<file path="config.mk">
export PLATFORM = sky130hd
export DESIGN_NAME = keypad_entry_ctrl
export DESIGN_NICKNAME = d
export VERILOG_FILES = /design/src/rtl/vend_pkg.sv /design/src/rtl/key_debounce.sv /design/src/rtl/keypad_entry_ctrl.sv
export SDC_FILE = /design/constraint.sdc
export NUM_CORES = 1
export LEC_CHECK = 0
export BUFFER_PORTS_ARGS = -buffer_cell sky130_fd_sc_hd__buf_4
export CORE_MARGIN = 5
export CORE_UTILIZATION = 45
export CTS_BUF_LIST = sky130_fd_sc_hd__clkbuf_4 sky130_fd_sc_hd__clkbuf_8
export CTS_CLUSTER_SIZE = 40
export DETAILED_ROUTE_END_ITERATION = 10
export SYNTH_ARGS = -nofsm -noshare
export SYNTH_HDL_FRONTEND = slang
export SYNTH_SLANG_ARGS = --single-unit
</file>
<file path="constraint.sdc">
create_clock -name clk -period 4.1 [get_ports clk]
set_input_delay 1.025 -clock clk [delete_from_list [all_inputs] [get_ports clk]]
set_output_delay 1.025 -clock clk [all_outputs]
set_load 0.01 [all_outputs]
</file>
<file path="src/rtl/vend_pkg.sv">
// Shared key codes, state encodings and key classification for the keypad entry controller.
package vend_pkg;

  localparam logic [3:0] KEY_ENTER = 4'hA;
  localparam logic [3:0] KEY_BACK  = 4'hB;
  localparam logic [3:0] KEY_CLEAR = 4'hC;

  typedef enum logic [1:0] {
    ST_IDLE    = 2'd0,
    ST_ENTRY   = 2'd1,
    ST_PRESENT = 2'd2
  } entry_state_t;

  typedef enum logic {
    DB_RELEASED = 1'b0,
    DB_PRESSED  = 1'b1
  } db_state_t;

  // Keys 0x0-0x9 are product-code digits.
  function automatic logic is_digit(input logic [3:0] key);
    return key <= 4'h9;
  endfunction

endpackage

</file>
<file path="src/rtl/key_debounce.sv">
// Debounces the keypad scanner's pressed flag and key code, emitting one event per press.
module key_debounce
  import vend_pkg::*;
#(
  parameter int DEBOUNCE_CYCLES = 20000
) (
  input  logic       clk,
  input  logic       reset,
  input  logic       key_pressed,
  input  logic [3:0] key_value,
  output logic       key_event,
  output logic [3:0] key_event_value
);

  localparam int CW = (DEBOUNCE_CYCLES > 2) ? $clog2(DEBOUNCE_CYCLES) : 1;

  db_state_t     state;
  logic          armed;
  logic [CW-1:0] cnt;
  logic          sample_pressed;
  logic [3:0]    sample_value;
  logic          stable;
  logic          toward;

  assign stable = (key_pressed == sample_pressed) && (key_value == sample_value);

  // Selects which level counts toward the next transition. Until the first stable
  // release after reset the debouncer stays disarmed, so a key held through reset
  // cannot produce an event.
  always_comb begin
    toward = 1'b0;
    if (state == DB_PRESSED) toward = !key_pressed;
    else if (armed)          toward = key_pressed;
    else                     toward = !key_pressed;
  end

  // Input register, stability counter and press/release FSM.
  always_ff @(posedge clk or negedge reset) begin
    if (!reset) begin
      state           <= DB_RELEASED;
      armed           <= 1'b0;
      cnt             <= '0;
      sample_pressed  <= 1'b0;
      sample_value    <= 4'h0;
      key_event       <= 1'b0;
      key_event_value <= 4'h0;
    end else begin
      sample_pressed <= key_pressed;
      sample_value   <= key_value;
      key_event      <= 1'b0;
      if (!stable || !toward) begin
        cnt <= '0;
      end else if (cnt == CW'(DEBOUNCE_CYCLES - 1)) begin
        cnt <= '0;
        if (state == DB_PRESSED) begin
          state <= DB_RELEASED;
        end else if (!armed) begin
          armed <= 1'b1;
        end else begin
          state           <= DB_PRESSED;
          key_event       <= 1'b1;
          key_event_value <= sample_value;
        end
      end else begin
        cnt <= cnt + 1'b1;
      end
    end
  end

endmodule

</file>
<file path="src/rtl/keypad_entry_ctrl.sv">
// Keypad entry controller: debounced key events build a BCD product code that is
// presented to the vending FSM over a valid/ack handshake, with an inactivity timeout.
module keypad_entry_ctrl
  import vend_pkg::*;
#(
  parameter int DEBOUNCE_CYCLES = 20000,
  parameter int MAX_DIGITS      = 2,
  parameter int TIMEOUT_CYCLES  = 5000000
) (
  input  logic                    clk,
  input  logic                    reset,
  input  logic                    key_pressed,
  input  logic [3:0]              key_value,
  input  logic                    code_ack,
  output logic                    key_event,
  output logic [3:0]              key_event_value,
  output logic [4*MAX_DIGITS-1:0] code_out,
  output logic [2:0]              digit_count,
  output logic                    code_valid,
  output logic                    entry_error,
  output logic                    timeout
);

  localparam int CODE_W = 4 * MAX_DIGITS;
  localparam int TW     = (TIMEOUT_CYCLES > 2) ? $clog2(TIMEOUT_CYCLES) : 1;

  entry_state_t  state;
  logic [TW-1:0] timer;

  key_debounce #(
    .DEBOUNCE_CYCLES(DEBOUNCE_CYCLES)
  ) u_debounce (
    .clk            (clk),
    .reset          (reset),
    .key_pressed    (key_pressed),
    .key_value      (key_value),
    .key_event      (key_event),
    .key_event_value(key_event_value)
  );

  // Entry FSM with inactivity timer; ack has priority over a same-cycle key, and a
  // key has priority over a same-cycle timeout.
  always_ff @(posedge clk or negedge reset) begin
    if (!reset) begin
      state       <= ST_IDLE;
      timer       <= '0;
      code_out    <= '0;
      digit_count <= 3'd0;
      code_valid  <= 1'b0;
      entry_error <= 1'b0;
      timeout     <= 1'b0;
    end else begin
      entry_error <= 1'b0;
      timeout     <= 1'b0;
      if (key_event || state != ST_ENTRY) timer <= '0;
      else                                timer <= timer + 1'b1;

      if (state == ST_PRESENT && code_ack) begin
        state       <= ST_IDLE;
        code_out    <= '0;
        digit_count <= 3'd0;
        code_valid  <= 1'b0;
      end else if (key_event) begin
        if (key_event_value == KEY_CLEAR) begin
          state       <= ST_IDLE;
          code_out    <= '0;
          digit_count <= 3'd0;
          code_valid  <= 1'b0;
        end else if (state == ST_PRESENT) begin
          if (key_event_value <= KEY_BACK) entry_error <= 1'b1;
        end else if (is_digit(key_event_value)) begin
          if (digit_count < 3'(MAX_DIGITS)) begin
            code_out    <= (code_out << 4) | CODE_W'(key_event_value);
            digit_count <= digit_count + 3'd1;
            state       <= ST_ENTRY;
          end else begin
            entry_error <= 1'b1;
          end
        end else if (key_event_value == KEY_ENTER) begin
          if (digit_count == 3'(MAX_DIGITS)) begin
            state      <= ST_PRESENT;
            code_valid <= 1'b1;
          end else begin
            entry_error <= 1'b1;
          end
        end else if (key_event_value == KEY_BACK) begin
          if (digit_count != 3'd0) begin
            code_out    <= code_out >> 4;
            digit_count <= digit_count - 3'd1;
            if (digit_count == 3'd1) state <= ST_IDLE;
          end else begin
            entry_error <= 1'b1;
          end
        end
      end else if (state == ST_ENTRY && timer == TW'(TIMEOUT_CYCLES - 1)) begin
        state       <= ST_IDLE;
        code_out    <= '0;
        digit_count <= 3'd0;
        timeout     <= 1'b1;
      end
    end
  end

endmodule

</file>
Yosys cells after proc, flatten, opt, wreduce, memory -nomap -nowiden

Cells that the tools add are included.
W data, S select, Z words.

Mux-type cells: 62
Order comparisons: 3
Equality and inequality tests: 23
Reductions and logical operators: 19
Divide/modulo/power cells: 0
$add $sub $neg: 4
Shift-type cells: 0
Multiply operators: 0
Bitwise logic cells: 3

Operator list:

| kind                    | number |
|---|---|
| $mux W8                 | 10 |
| $mux W15                | 2 |
| $mux W3                 | 10 |
| $mux W1                 | 27 |
| $mux W2                 | 12 |
| $ne A6 B6 Y1 const B    | 4 |
| $add A23 B1 Y23 const B | 1 |
| $eq A23 B23 Y1 const B  | 1 |
| $mux W23                | 1 |
| $ne A5 B5 Y1 const B    | 4 |
| $add A15 B1 Y15 const B | 1 |
| $eq A15 B15 Y1 const B  | 1 |
| $eq A4 B4 Y1 const B    | 3 |
| $reduce_bool A3 Y1      | 4 |
| $le A4 B4 Y1 const B    | 2 |
| $or A8 B4 Y8            | 1 |
| $reduce_and A7 Y1       | 1 |
| $ne A3 B3 Y1 const B    | 2 |
| $reduce_and A6 Y1       | 1 |
| $reduce_and A5 Y1       | 1 |
| $eq A4 B4 Y1            | 1 |
| $ne A4 B4 Y1 const B    | 1 |
| $reduce_and A4 Y1       | 1 |
| $add A3 B1 Y3 const B   | 1 |
| 15 further kinds        | 21 |

Register bits: 66
Bits in latches: 0
Memory bits (read-only): 0
Bits in writable memories: 0
Memories: 0
Output and inout port bits: 19
Input bits: 8

Depth between registers and ports, before layout

Word-level depth: 10
Gate-level depth with buffers: 8
Depth with buffers taken out: 7

Cells and area by module

Synthesis repeated with hierarchy kept, for this count alone.

Cell total of the unflattened synthesis: 331
Area, all modules: 3379.5 um2

By module, submodules not included:

| module            | times used | area each (um2) | cells an instance | seq. area each (um2) |
|---|---|---|---|---|
| keypad_entry_ctrl | 1          | 2137.0          | 220               | 975.9 |
| key_debounce      | 1          | 1242.4          | 111               | 675.6 |

Least setup slack after synthesis

OpenSTA, ideal clock, no wires.

Path kind: input to register
Start: input port key_value[3]
End: register u_debounce.key_event_value[0]
Stages: 5
Arrival: 2.336 ns
Buffers on the path: 0
Required time: 3.975 ns
Path slack: 1.639 ns
Setup time: 0.125 ns
Cells stage by stage: xor2_1 > nor4_2 > nand2_1 > nor3_2 > mux2_2

Cells in the longest elaborated chain, start to end: 6

RTL lines:

| what                               | line                    | source |
|---|---|---|
| start: declaration                 | keypad_entry_ctrl.sv:13 | `input logic [3:0] key_value,` |
| $eq A4 B4 Y1                       | key_debounce.sv:25      | `assign stable = (key_pressed == sample_pressed) && (key_value == sample_value);` |
| $logic_and A1 B1 Y1                | key_debounce.sv:25      |  |
| $logic_not A1 Y1                   | key_debounce.sv:51      | `if (!stable \|\| !toward) begin` |
| $logic_or A1 B1 Y1                 | key_debounce.sv:51      |  |
| $not A1 Y1 (no source line)        | --                      |  |
| $reduce_and A4 Y1 (no source line) | --                      |  |
| end signal: assignment             | key_debounce.sv:62      | `key_event_value <= sample_value;` |
| end: declaration                   | key_debounce.sv:12      | `output logic [3:0] key_event_value` |

No other way between the ends.
A chain may end at the register's enable or synchronous reset.

Worst setup path after layout

Start: input port key_value[3]
End: register u_debounce.key_event_value[1]

The elaborated chain is that of the path after synthesis.

==> out/metrics.cfg <==
[clock_network]
clk_pin_slew_worst_paths_ns=0.07
h-tree-depth=3
holdBufCountCts=0
ctsResizeCount=0
clockBufferDepth=2
numCtsBuffers=9
clkSinkCount=66
cts_tree=yes
clock-root-buffer=clkbuf_8
cts_setup_buffers=0
clock_latency_ns=0.33

[detailed_routing]
drc=0
ant_nets=0
vias=2485
viasPerCell=5.36
avgRoutedWirePerCell_um=14.0
routed_wl_um=6520
dr.pass1.iters=5
drt_iter0_markers=73

[synthesis]
syn_area_um2=3410
syn-num-nets=346
synth_top_cell_by_area=dfrtp_1
synth_ff_type=dfrtp_1
async_flop_share_pct=100
syn_inst=331
synth_cell_types=54
ys_ff_latch=66
yosysSeqAreaShare_pct=48.4
synth_top_cell_area_share_pct=48.4
synthTopCellsByArea=dfrtp_1 (48%), xor2_1 (6.2%), nor2_1 (4.5%), xnor2_1 (3.1%), nand3_1 (2.6%)
yosys_warnings=0
synth-edff-count=0
avgSynthCellArea_um2=10.3

[setup_path]
slowest_delay_ns=0.41
cp_data_arrival_time_ns=2.62
critPathMaxFanout=5
critPathKind=primary input to flop
path_cells=buf_4 -> xor2_1 -> nor4_2 -> nand2_1 -> nor3_2 -> mux2_2
cpMaxStageDelayCell=nor4_2
critPathLaunch=key_value[3]
crit_family=simple AND/OR/NAND/NOR gates
reg2reg_from=digit_count[1]
path_buf_inv=1
cp_data_required_time_ns=4.31
worstSetupStartpointType=primary input
cp-end-kind=flop

[sta]
worst_pin_slew_ns=0.860
setup_viol=0
fin_crit_sh_pct=58.6
skew_ns=0.00963
period_needed_ns=2.40
rsz0062_at_grt=no
slew_headroom_pct=42.5
drv_slew=0
hold_viol=0
fmax_ghz=0.416
tns_ns=0

[min_path]
holdCritPathClass=flop to flop
min_from=timer[0]

[place]
numPortBuffers=26
dp_hpwl_um=4480
gp_congestion=0.820

[global_route]
grt_usage_pct=14.7
grt_overflow_total=0
grt_pass1_vias=2475
grt_pass1_wl_um=11700
grt_max_degree=67
antenna_found_initial=0

[finish]
final_common_cell=dfrtp_1
mostFrequentLayoutCells=dfrtp_1 (66), nor2_1 (41), buf_4 (27), xor2_1 (24), nand2_1 (22)
drive_gt1_share_pct=21.1
fillers=655
syn2layout_area_growth_pct=13.5
antenna_cells=0
final_nets=375

[power]
peakVddDrop_mv=0.139
p_per_area_nw_per_um2=321
leakagePower_nw=1.62
power.total_mw=1.24

[die]
design.portCount=27
std_cell_rows=31
initial_utilization_pct=46.5
core_area_um2=7330
dieArea_um2=9420
die_y_um=97.1
die_w_um=97.1

[outcome]
status=complete, no violations

[job]
cap_violations=0

==> registers in the layout, indices dropped and copies added (netlist names) <==
signal and flops:
code_valid 1, code_out 8, state 2, u_debounce.sample_value 4, timer 23, u_debounce.armed 1
u_debounce.cnt 15, timeout 1, u_debounce.key_event_value 4, digit_count 3, u_debounce.sample_pressed 1, entry_error 1
u_debounce.state 1, u_debounce.key_event 1
==> kinds of logic after synthesis <==
kind of cell,share of synthesized area (%)
fa+ha+maj,2.57
buf+inv,3.19
simple gates,24.8
xor+xnor,9.24
flops,48.4
compound gates,5.65
mux,6.12
==> layer usage <==
layer / up-vias / GRT usage, % / routed length [µm]
li1: 1222 / - / -
met1: 1205 / 20.1 / 3120
met2: 50 / 23.0 / 3070
met3: 8 / 3.02 / 261
met4: 0 / 5.72 / 74
met5: - / 0 / 0
==> worst paths after layout <==
check,to,slack [ns],cells past startpoint
worst max register to register,state[0],1.81,7
worst min register to register,timer[0],0.49,1
min in group asynchronous,code_out[1],0.79,1
worst min-delay path,timer[0],0.49,1
max in group asynchronous,u_debounce.cnt[9],2.78,1
worst max-delay path,u_debounce.key_event_value[1],1.70,6
==> cell usage after synthesis (all sizes together), types with 5 or more instances <==
library cell  number
mux2              11
xor2              24
nor3              12
nand2             22
a21oi              7
nand3             19
nor2              51
ha                 7
o21ai              5
xnor2             12
mux2i              7
nand4             14
dfrtp             66
inv               14
clkbuf             6
and3               6
nor4               7
==> layout make-up <==
class                   count  area, µm²  area share, %
repair buffers             27        203           5.23
clock inverters             2       10.0          0.258
clock buffers              14        180           4.65
well taps                  99        124           3.20
inverters                  14       52.6           1.36
multi-input cells         242       1650           42.6
flip-flops and latches     66       1650           42.6
==> through the flow <==
stage	cells	hold WS (ns)	utilization (%)	worst slack [ns]	instance area (µm²)
global placement	448	0.467	50.2	1.39	3680
detailed placement	448	0.472	50.2	1.33	3680
global route	464	0.495	52.8	1.57	3870
finish	464	0.490	52.8	1.70	3870
floorplan	331	0.442	-	1.64	3410
CTS	464	0.490	52.8	1.69	3870
==> power by group <==
part | internal [mW] | switching (mW)
combinational | 0.0238 | 0.0350
sequential | 0.660 | 0.00733
clock | 0.281 | 0.238
No activity file was read; power rests on OpenSTA's default activity.
